==> src/rtl/lcd_hex_formatter.sv <==
// Feeds the LCD control stage with a burst of ASCII hex characters for one binary word.
// Optional build macro LCD_ZERO_BLANK_EN: leading zero digits are sent as spaces.
module lcd_hex_formatter #(
    parameter int unsigned DIGITS = 8
) (
    input  logic                  CLK,
    input  logic                  RST,
    input  logic                  load_i,
    input  logic [4*DIGITS-1:0]   value_i,
    output logic                  ready_o,
    output logic                  start_update,
    output logic                  valid_o,
    output logic [7:0]            char_o,
    input  logic                  lcd_busy,
    input  logic                  update,
    output logic                  done_o
);

    generate
        if (DIGITS < 1 || DIGITS > 16) begin : g_bad_digits
            $error("lcd_hex_formatter: DIGITS must be in 1..16");
        end
    endgenerate

    localparam int unsigned CW = (DIGITS > 1) ? $clog2(DIGITS) : 1;
    localparam logic [CW-1:0] LastIdx = CW'(DIGITS - 1);

    localparam logic [2:0] StIdle    = 3'd0;
    localparam logic [2:0] StWaitLcd = 3'd1;
    localparam logic [2:0] StStart   = 3'd2;
    localparam logic [2:0] StSend    = 3'd3;
    localparam logic [2:0] StAck     = 3'd4;

    logic [2:0]          state_q, state_d;
    logic [CW-1:0]       cnt_q, cnt_d;
    logic [4*DIGITS-1:0] shadow_q, shadow_d;
    logic                done_q, done_d;
    logic [CW-1:0]       idx;
    logic [3:0]          nib;
    logic                blank;

`ifdef LCD_ZERO_BLANK_EN
    // Set once a nonzero digit has gone out in the current burst.
    logic seen_q, seen_d;
`endif

    always_comb begin
        state_d  = state_q;
        cnt_d    = cnt_q;
        shadow_d = shadow_q;
        done_d   = 1'b0;
`ifdef LCD_ZERO_BLANK_EN
        seen_d   = seen_q;
`endif
        case (state_q)
            StIdle: begin
                if (load_i) begin
                    shadow_d = value_i;
                    state_d  = StWaitLcd;
                end
            end
            StWaitLcd: begin
                if (!lcd_busy) state_d = StStart;
            end
            StStart: begin
                cnt_d   = '0;
                state_d = StSend;
`ifdef LCD_ZERO_BLANK_EN
                seen_d  = 1'b0;
`endif
            end
            StSend: begin
`ifdef LCD_ZERO_BLANK_EN
                if (nib != 4'h0) seen_d = 1'b1;
`endif
                if (cnt_q == LastIdx) begin
                    cnt_d   = '0;
                    state_d = StAck;
                end else begin
                    cnt_d = cnt_q + 1'b1;
                end
            end
            StAck: begin
                if (update) begin
                    done_d  = 1'b1;
                    state_d = StIdle;
                end
            end
            default: state_d = StIdle;
        endcase
    end

    always_ff @(posedge CLK) begin
        if (RST) begin
            state_q  <= StIdle;
            cnt_q    <= '0;
            shadow_q <= '0;
            done_q   <= 1'b0;
`ifdef LCD_ZERO_BLANK_EN
            seen_q   <= 1'b0;
`endif
        end else begin
            state_q  <= state_d;
            cnt_q    <= cnt_d;
            shadow_q <= shadow_d;
            done_q   <= done_d;
`ifdef LCD_ZERO_BLANK_EN
            seen_q   <= seen_d;
`endif
        end
    end

    // Most-significant nibble goes out first.
    always_comb begin
        idx = LastIdx - cnt_q;
        nib = shadow_q[{idx, 2'b00} +: 4];
`ifdef LCD_ZERO_BLANK_EN
        blank = !seen_q && (nib == 4'h0) && (cnt_q != LastIdx);
`else
        blank = 1'b0;
`endif
    end

    always_comb begin
        ready_o      = (state_q == StIdle);
        start_update = (state_q == StStart);
        valid_o      = (state_q == StSend);
        done_o       = done_q;
        char_o       = 8'h00;
        if (valid_o) begin
            if (blank)            char_o = 8'h20;
            else if (nib < 4'd10) char_o = 8'h30 + {4'h0, nib};
            else                  char_o = 8'h37 + {4'h0, nib};
        end
    end

endmodule
==> config.mk <==
export PLATFORM = sky130hd
export DESIGN_NAME = lcd_hex_formatter
export DESIGN_NICKNAME = d
export VERILOG_FILES = /design/src/rtl/lcd_hex_formatter.sv
export SDC_FILE = /design/constraint.sdc
export NUM_CORES = 1
export LEC_CHECK = 0
export BUFFER_PORTS_ARGS = -buffer_cell sky130_fd_sc_hd__buf_4
export CORE_MARGIN = 2
export CORE_UTILIZATION = 51
export DETAILED_ROUTE_END_ITERATION = 8
export GPL_TIMING_DRIVEN = 0
export PLACE_DENSITY = 0.78
export SKIP_LAST_GASP = 1
export SLEW_MARGIN = 20
export SYNTH_ARGS = -nofsm -noshare
export SYNTH_HDL_FRONTEND = slang
export SYNTH_SLANG_ARGS = --single-unit
export TNS_END_PERCENT = 20
==> constraint.sdc <==
create_clock -name CLK -period 2.03 [get_ports CLK]
set_clock_uncertainty 0.05 [all_clocks]
set_input_delay 0.1015 -clock CLK [delete_from_list [all_inputs] [get_ports CLK]]
set_output_delay 0.1015 -clock CLK [all_outputs]
set_load 0.01 [all_outputs]
======== Word level (Yosys, flattened, before mapping) ========
Cells that the tools add are included.
operators by class
  $add $sub $neg .......................... 4
  eq/ne operators ......................... 9
  shift operators ......................... 1
  multiplexer cells ....................... 10
  order comparisons ....................... 1
  bitwise operators ....................... 1
  reductions and logical operators ........ 5
operator list
  cell                                                                     number
  32-bit by 6-bit variable part select with 4-bit output                   1
  3-bit two-way mux                                                        5
  3-bit case mux with 5 select lines                                       1
  6-bit by 4-bit adder with 7-bit output, first input constant             2
  7-bit two-way mux                                                        2
  3-bit by 2-bit equality test with 1-bit output, second input constant    2
  3-bit equality test, second input constant                               2
  2-bit inequality test, second input constant                             3
  3-bit case mux with 2 select lines                                       1
  4-bit less-than comparator, second input constant                        1
  4-bit AND reduction                                                      1
  3-bit by 1-bit adder with 3-bit output, second input constant            1
  3-bit by 1-bit equality test with 1-bit output, second input constant    1
  3-bit logical NOT                                                        1
  3-bit subtractor, first input constant                                   1
  2-bit by 1-bit inequality test with 1-bit output, second input constant  1
  2-bit AND reduction                                                      1
  2-bit nonzero test                                                       1
  2-bit OR reduction                                                       1
  1-bit two-way mux                                                        1
  1-bit inverter                                                           1
storage, ports and cells
  input port bits ......................... 37
  word-level logic and storage cells ...... 35
  output and inout port bits .............. 12
  flip-flop bits (word level) ............. 39

======== Depth between registers and ports, before layout ========
Gate-level depths: netlist of run 1.
  word-level depth ........................ 5
  gate-level depth with buffers ........... 7
  depth with buffers taken out ............ 6

======== Worst setup path before layout of run 1 ========
No wires, ideal clock.
  kind .................................... register -> output
  start ................................... register cnt_q[0]
  end ..................................... output char_o[4]
  required time ........................... 1.879 ns
  buffers on the path ..................... 1
  setup slack ............................. 0.092 ns
  stages on the path, launching flop included .. 7
  data arrival time ....................... 1.786 ns
  cell sequence ........................... dfxtp_1 > buf_2 > mux4_2 > mux2i_4 > ha_1 > o21ai_1 > a21oi_1
between the ends
  word-level cells in the longest chain between the ends .. 5
  elaborated cells on any way between the ends .. 7
  those cells by class .................... add/sub: 3; order compare: 1; shift: 1; mux: 2
ends and longest elaborated chain
  what                                                            line  RTL
  start, declared                                                 35    logic [CW-1:0] cnt_q, cnt_d;
  start signal, assigned                                          104   cnt_q <= cnt_d;
  3-bit subtractor *                                              115   idx = LastIdx - cnt_q;
  32-bit by 6-bit variable part select with 4-bit output *        116   nib = shadow_q[{idx, 2'b00} +: 4];
  6-bit by 4-bit adder with 7-bit output (tied with other cells)  133   else char_o = 8'h37 + {4'h0, nib};
  7-bit two-way mux *                                             132   else if (nib < 4'd10) char_o = 8'h30 + {4'h0, nib};
  7-bit two-way mux *                                             130   if (valid_o) begin
  end, declared                                                   13    output logic [7:0] char_o,
Every way passes the cells marked *; elsewhere a longest branch is shown, timed or not.

======== Worst setup path in the final report of run 1 ========
  start ................................... register cnt_q[2]
  end ..................................... output char_o[1]
The elaborated chain is that of the path after synthesis.

==> results_dict.tcl, run 1 <==
set metrics [dict create \
    status "complete, but fails checks" \
    violations "negative setup slack" \
    cts_max_level 2 \
    synth-edff-count 0 \
    async_flop_share_pct 0 \
    diodes 0 \
    synth.cell_area_um2 1805 \
    place_ws_ps -144.0 \
    fin_crit_sh_pct 114.7 \
    drive_above_1_share_pct 26.95 \
    drtPass1Iterations 4 \
    clk_pin_slew_worst_paths_ps 110 \
    powerDensity_nw_per_um2 605.5 \
    grt_pass1_wl_mm 8.073 \
    fp.dieH_um 63.50 \
    slew_viol_final 0 \
    areaGrowthSynthToFinish_pct 50.03 \
    worstSetupEndpointType "output port" \
    cts_tree "built" \
    synth_area_leaders "dfxtp_1 (43%), nand2_1 (15%), a21oi_1 (10%)" \
    tightest_slew_ps 549.2 \
    critical_path_peak_fanout 8 \
    die_w_um 63.50 \
    rsz0062_at_grt "yes" \
    finalHoldViolCount 0 \
    final-setup-viol-count 7 \
    synthCells 215 \
    grt.overflow.total 0 \
    seq_area_frac_synth_pct 43.24 \
    dp_hpwl_mm 2.952 \
    wire_per_inst_um 13.83 \
    vdd_ir_drop_max_mv 0.4475 \
    leakage_nw 1.115 \
    yosys.area.top_type "dfxtp_1" \
    start_util_pct 53.68 \
    gp_congestion 0.7781 \
    max_freq_ghz 0.4295 \
    io_buffer_count 46 \
    hp-class "primary input to flip-flop" \
    worst_slack_ps -298.2 \
    yosys_warnings 0 \
    core_um2 3363 \
    clkLatencyLatePin_ps 350 \
    fin_nets 347 \
    start_kind "flip-flop" \
    ios 49 \
    die-area_um2 4032 \
    cts_buffers 5 \
    synth.avg_cell_area_um2 8.398 \
    grt_pass1_vias 1753 \
    grt_max_degree 12 \
    antenna_found_initial 0 \
    period_needed_ps 2328 \
    antenna_left 0 \
    rows 21 \
    crit_required_ps 1880 \
    vias_per_cell 5.161 \
    cts_buffer_depth 2 \
    worst_slew_margin_rel_pct 63.39 \
    synth_nets 255 \
    cts.sinks 39 \
    wirelength_mm 4.897 \
    critical_path_class "flip-flop to output port" \
    synth_top_area_share_pct 43.24 \
    drc 0 \
    nFillCells 234 \
    root_buffer "clkbuf_4" \
    max_cap_violations 0 \
    synth_cell_types 32 \
    drt_iter0_drc 92 \
    arrival_ps 2180 \
    finalPower_mw 1.640 \
    num_vias 1827 \
    ys_ff_latch 39 \
    gr-usage-all-layers_pct 26.65 \
    synth_ff_type "dfxtp_1" \
]
Yosys cell counts, types with 2 or more instances:
library cell,number
buf_2,6
mux4_2,8
mux2i_1,3
ha_1,3
dfxtp_1,39
nand2b_1,3
nor2_1,9
a21oi_1,36
a22oi_1,2
nor2b_1,2
a21o_1,2
clkbuf_1,7
nor3_1,4
nand2_1,73
power breakdown:
part	total (mW)	switching, mW	internal, mW
Combinational	0.343	0.163	0.180
Clock	0.458	0.255	0.204
Sequential	0.838	0.0262	0.812
sequential cells by signal (all words and copies together) (netlist names):
register	cells
cnt_q	3
done_o	1
state_q	3
shadow_q	32
cells in the final DEF, fill, tap and decap left out, types with 3 or more instances in the layout:
master / n
nand2_1: 73
buf_4: 52
mux4_2: 8
buf_6: 3
clkbuf_4: 5
dfxtp_1: 37
nand2b_1: 3
nor3_1: 4
a21oi_1: 36
dlygate4sd3_1: 33
nor2_1: 9
mux2i_4: 3
buf_2: 4
clkbuf_1: 8
kinds of logic after synthesis:
group                    Yosys count  synth area share (%)
other                              1                0.2077
multiplexers                      14                 14.48
adder cells (fa/ha/maj)            3                 2.079
AO/OA/AOI/OAI                     45                 13.65
buffers and inverters             17                 4.574
AND/OR/NAND/NOR                   96                 21.76
flip-flops                        39                 43.24
per-stage QoR:
| step | instances | hold WS, ps | TNS [ps] | cell area [µm²] | utilization, % |
|---|---|---|---|---|---|
| 2_1_floorplan | 215 | 187.5 | 0 | 1805 | - |
| 6_report | 354 | 35.31 | -1737 | 2709 | 80.54 |
| 3_3_place_gp | 307 | 300.5 | -493.0 | 2208 | 65.66 |
| 5_1_grt | 354 | 59.52 | -2410 | 2709 | 80.54 |
| 4_1_cts | 354 | 45.69 | -1626 | 2700 | 80.28 |
| 3_5_place_dp | 307 | 305.8 | -489.3 | 2208 | 65.66 |
final cells by class:
class | count | area (µm²) | area share, %
timing repair buffer | 85 | 724.4 | 26.74
multi-input combinational | 159 | 975.9 | 36.03
sequential | 39 | 783.3 | 28.91
tap | 46 | 57.56 | 2.125
inverter | 1 | 3.754 | 0.1386
buffer | 16 | 95.09 | 3.510
clock buffer | 8 | 68.82 | 2.540
final timing paths:
check	startpoint	to	slack (ps)	depth (start not counted)
max reg2reg	state_q[0]	shadow_q[10]	190	7
min	lcd_busy	state_q[1]	40	4
max	cnt_q[2]	char_o[1]	-300	7
min reg2reg	shadow_q[28]	shadow_q[28]	410	2
per-layer routing:
layer | vias up | global-route usage, % | share of wire, %
met4 | 0 | 10.87 | 2.4
li1 | 909 | - | -
met3 | 14 | 6.250 | 5.6
met5 | - | 0 | 0
met2 | 69 | 47.76 | 50
met1 | 835 | 30.21 | 42
what timing repair did:
action | 4_1_cts | 5_1_grt
hold buffers | 33 | 0
setup buffers | 6 | 0
pin swaps | 2 | 0
gates resized for setup | 12 | 1
endpoints found under the setup margin | 7 | 7
endpoints found under the hold margin | 34 | 0
worst max-delay path: stages (launching register included):
cell and delay [ps]:
dfxtp_2 360, buf_8 140, mux4_2 530, mux2i_4 230
ha_4 240, nand2_1 60, and3_1 150, buf_4 110
Power figures use the tool's default switching activity.
==> inputs of run 2 (changes only) <==
CELL_PAD_IN_SITES_DETAIL_PLACEMENT = 0   (was default)
CELL_PAD_IN_SITES_GLOBAL_PLACEMENT = 2   (was default)
CORE_UTILIZATION = 29   (was 51)
PLACE_DENSITY = default   (was 0.78)
PLACE_DENSITY_LB_ADDON = 0.1   (was default)
==> run 2 against run 1 <==
Effect of this change: the run still ends with negative setup slack left; die area is 70% higher; utilization is 37 points lower; critical path depth stayed put; combinational power is 9.6% lower; power is 17% higher; sequential share of layout area is 1.1 points higher; worst setup slack better by 67 ps; first-iteration DRC count is 22% lower; via count is 8.4% lower; sequential power hardly changed; clock power is 68% higher; clock-buffer cell count is 2 lower; critical path type unchanged.
==> results_dict.tcl, run 2 (synthesized netlist as in run 1, its figures left out) <==
set metrics [dict create \
    cts_tree "built" \
    antenna_found_initial 0 \
    hold_start "value_i[8]" \
    worst_slew_margin_rel_pct 63.18 \
    worstSetupEndpointType "output port" \
    powerDensity_nw_per_um2 736.5 \
    leakage_nw 1.060 \
    drt_iter0_drc 72 \
    diodes 0 \
    dp_hpwl_mm 3.484 \
    place_area_um2 2245 \
    wirelength_mm 5.013 \
    start_util_pct 30.32 \
    grt.overflow.total 0 \
    vias_per_cell 4.612 \
    violations "negative setup slack" \
    wire_per_inst_um 13.81 \
    p_clk_share_pct 40.2 \
    min_delay_path_depth 3 \
    start_kind "flip-flop" \
    core_um2 5956 \
    fp.dieH_um 82.91 \
    top_register "shadow_q" \
    arrival_ps 2110 \
    critical_path_peak_fanout 7 \
    antenna_left 0 \
    max_freq_ghz 0.4423 \
    drive_above_1_share_pct 30.21 \
    cts_buffers 5 \
    power_frac_comb_pct 16.2 \
    final-setup-viol-count 7 \
    rsz0062_at_grt "yes" \
    rows 28 \
    areaGrowthSynthToFinish_pct 44.07 \
    r2r-end "shadow_q[2]" \
    hold-path-endpoint "shadow_q[8]" \
    holdWs_ps 3.334 \
    finalHoldViolCount 0 \
    root_buffer "clkbuf_8" \
    tightest_slew_ps 552.2 \
    grt_max_degree 13 \
    worst_slack_ps -231.2 \
    ios 49 \
    fin_crit_sh_pct 111.4 \
    power.internal_mw 1.456 \
    gp_congestion 0.7167 \
    top_regs "shadow_q (32), cnt_q (3), state_q (3)" \
    grt_pass1_vias 1634 \
    largest_reg_flops 32 \
    drc 0 \
    clk_pin_slew_worst_paths_ps 80 \
    die_w_um 82.91 \
    grt_pass1_wl_mm 8.100 \
    r2r-start "state_q[0]" \
    p_sw_share_pct 23.99 \
    design_area_um2 2601 \
    slew_viol_final 0 \
    gr-usage-all-layers_pct 15.13 \
    critical_path_class "flip-flop to output port" \
    status "complete, but fails checks" \
    io_buffer_count 46 \
    period_needed_ps 2261 \
    clkLatencyLatePin_ps 290 \
    drtPass1Iterations 4 \
    num_vias 1674 \
    cts_max_level 2 \
    layout_commonest_cell "nand2_1" \
    ff2ff_path_depth 7 \
    max_cap_violations 0 \
    final_cell_mix "nand2_1 (73), buf_4 (56), dfxtp_1 (38)" \
    vdd_ir_drop_max_mv 0.2857 \
    seq_power_share_pct 43.7 \
    switchingPower_mw 0.4596 \
    cts.sinks 39 \
    cts_buffer_depth 2 \
    rrSetupSlack_ps 280 \
    crit_required_ps 1880 \
    hp-class "primary input to flip-flop" \
    fin_nets 327 \
    die-area_um2 6873 \
]
run 2: power by group through the flow:
stage                     sequential, mW  combinational (mW)  clock, mW
final                              0.836               0.310      0.770
after global routing               0.843               0.348      0.820
after CTS                          0.837               0.312      0.790
after detailed placement           0.855               0.280          0
after global placement             0.854               0.280          0
after floorplan                    0.846               0.167          0
run 2: critical path, stage by stage, from the launching register on:
cell,delay [ps]
dfxtp_2,350
buf_8,140
mux4_2,530
mux2i_4,240
ha_4,230
nand2_1,50
and3_1,160
buf_4,120
run 2: what timing repair did:
action | CTS | global route
endpoints found under the setup margin | 7 | 7
hold buffers | 9 | 0
endpoints found under the hold margin | 9 | 0
buffers inserted | 9 | 1
pin swaps | 2 | 1
resized for setup | 12 | 1
run 2: per-stage QoR:
stage          worst slack, ps  total power, mW  std cells  util (%)  setup TNS (ps)
6_report                -231.2            1.916        363     43.68           -1356
4_1_cts                 -230.2            1.939        362     43.49           -1370
3_3_place_gp            -234.6            1.135        336     37.69          -883.9
5_1_grt                 -347.4            2.011        363     43.68           -2129
2_1_floorplan            92.47            1.013        215         -               0
3_5_place_dp            -223.3            1.134        336     37.69          -869.1
run 2: cell type report:
cell class                 instances  area (µm²)
fill                             668        3354
inverter                           1       3.754
clock inverter                     2       60.06
tap                               75       93.84
buffer                            16       95.09
sequential                        39       782.0
clock buffer                       6       72.57
multi-input combinational        159       979.7
timing repair buffer              65       514.2
run 2: worst max-delay path by stage:
stage	slack, ps	cells after the start	start	endpoint
finish	-230	7	cnt_q[2]	char_o[1]
global route	-350	7	cnt_q[0]	char_o[1]
CTS	-230	7	cnt_q[2]	char_o[2]
detailed placement	-220	7	cnt_q[1]	char_o[4]
global placement	-230	7	cnt_q[1]	char_o[4]
floorplan	90	6	cnt_q[0]	char_o[4]
run 2: metal layers:
layer / routed length, µm / GRT usage (%) / share of wire (%)
met1: 2330 / 19.83 / 46
met2: 2418 / 24.85 / 48
met3: 236 / 3.380 / 4.7
met4: 27 / 4.620 / 0.54
met5: 0 / 0 / 0
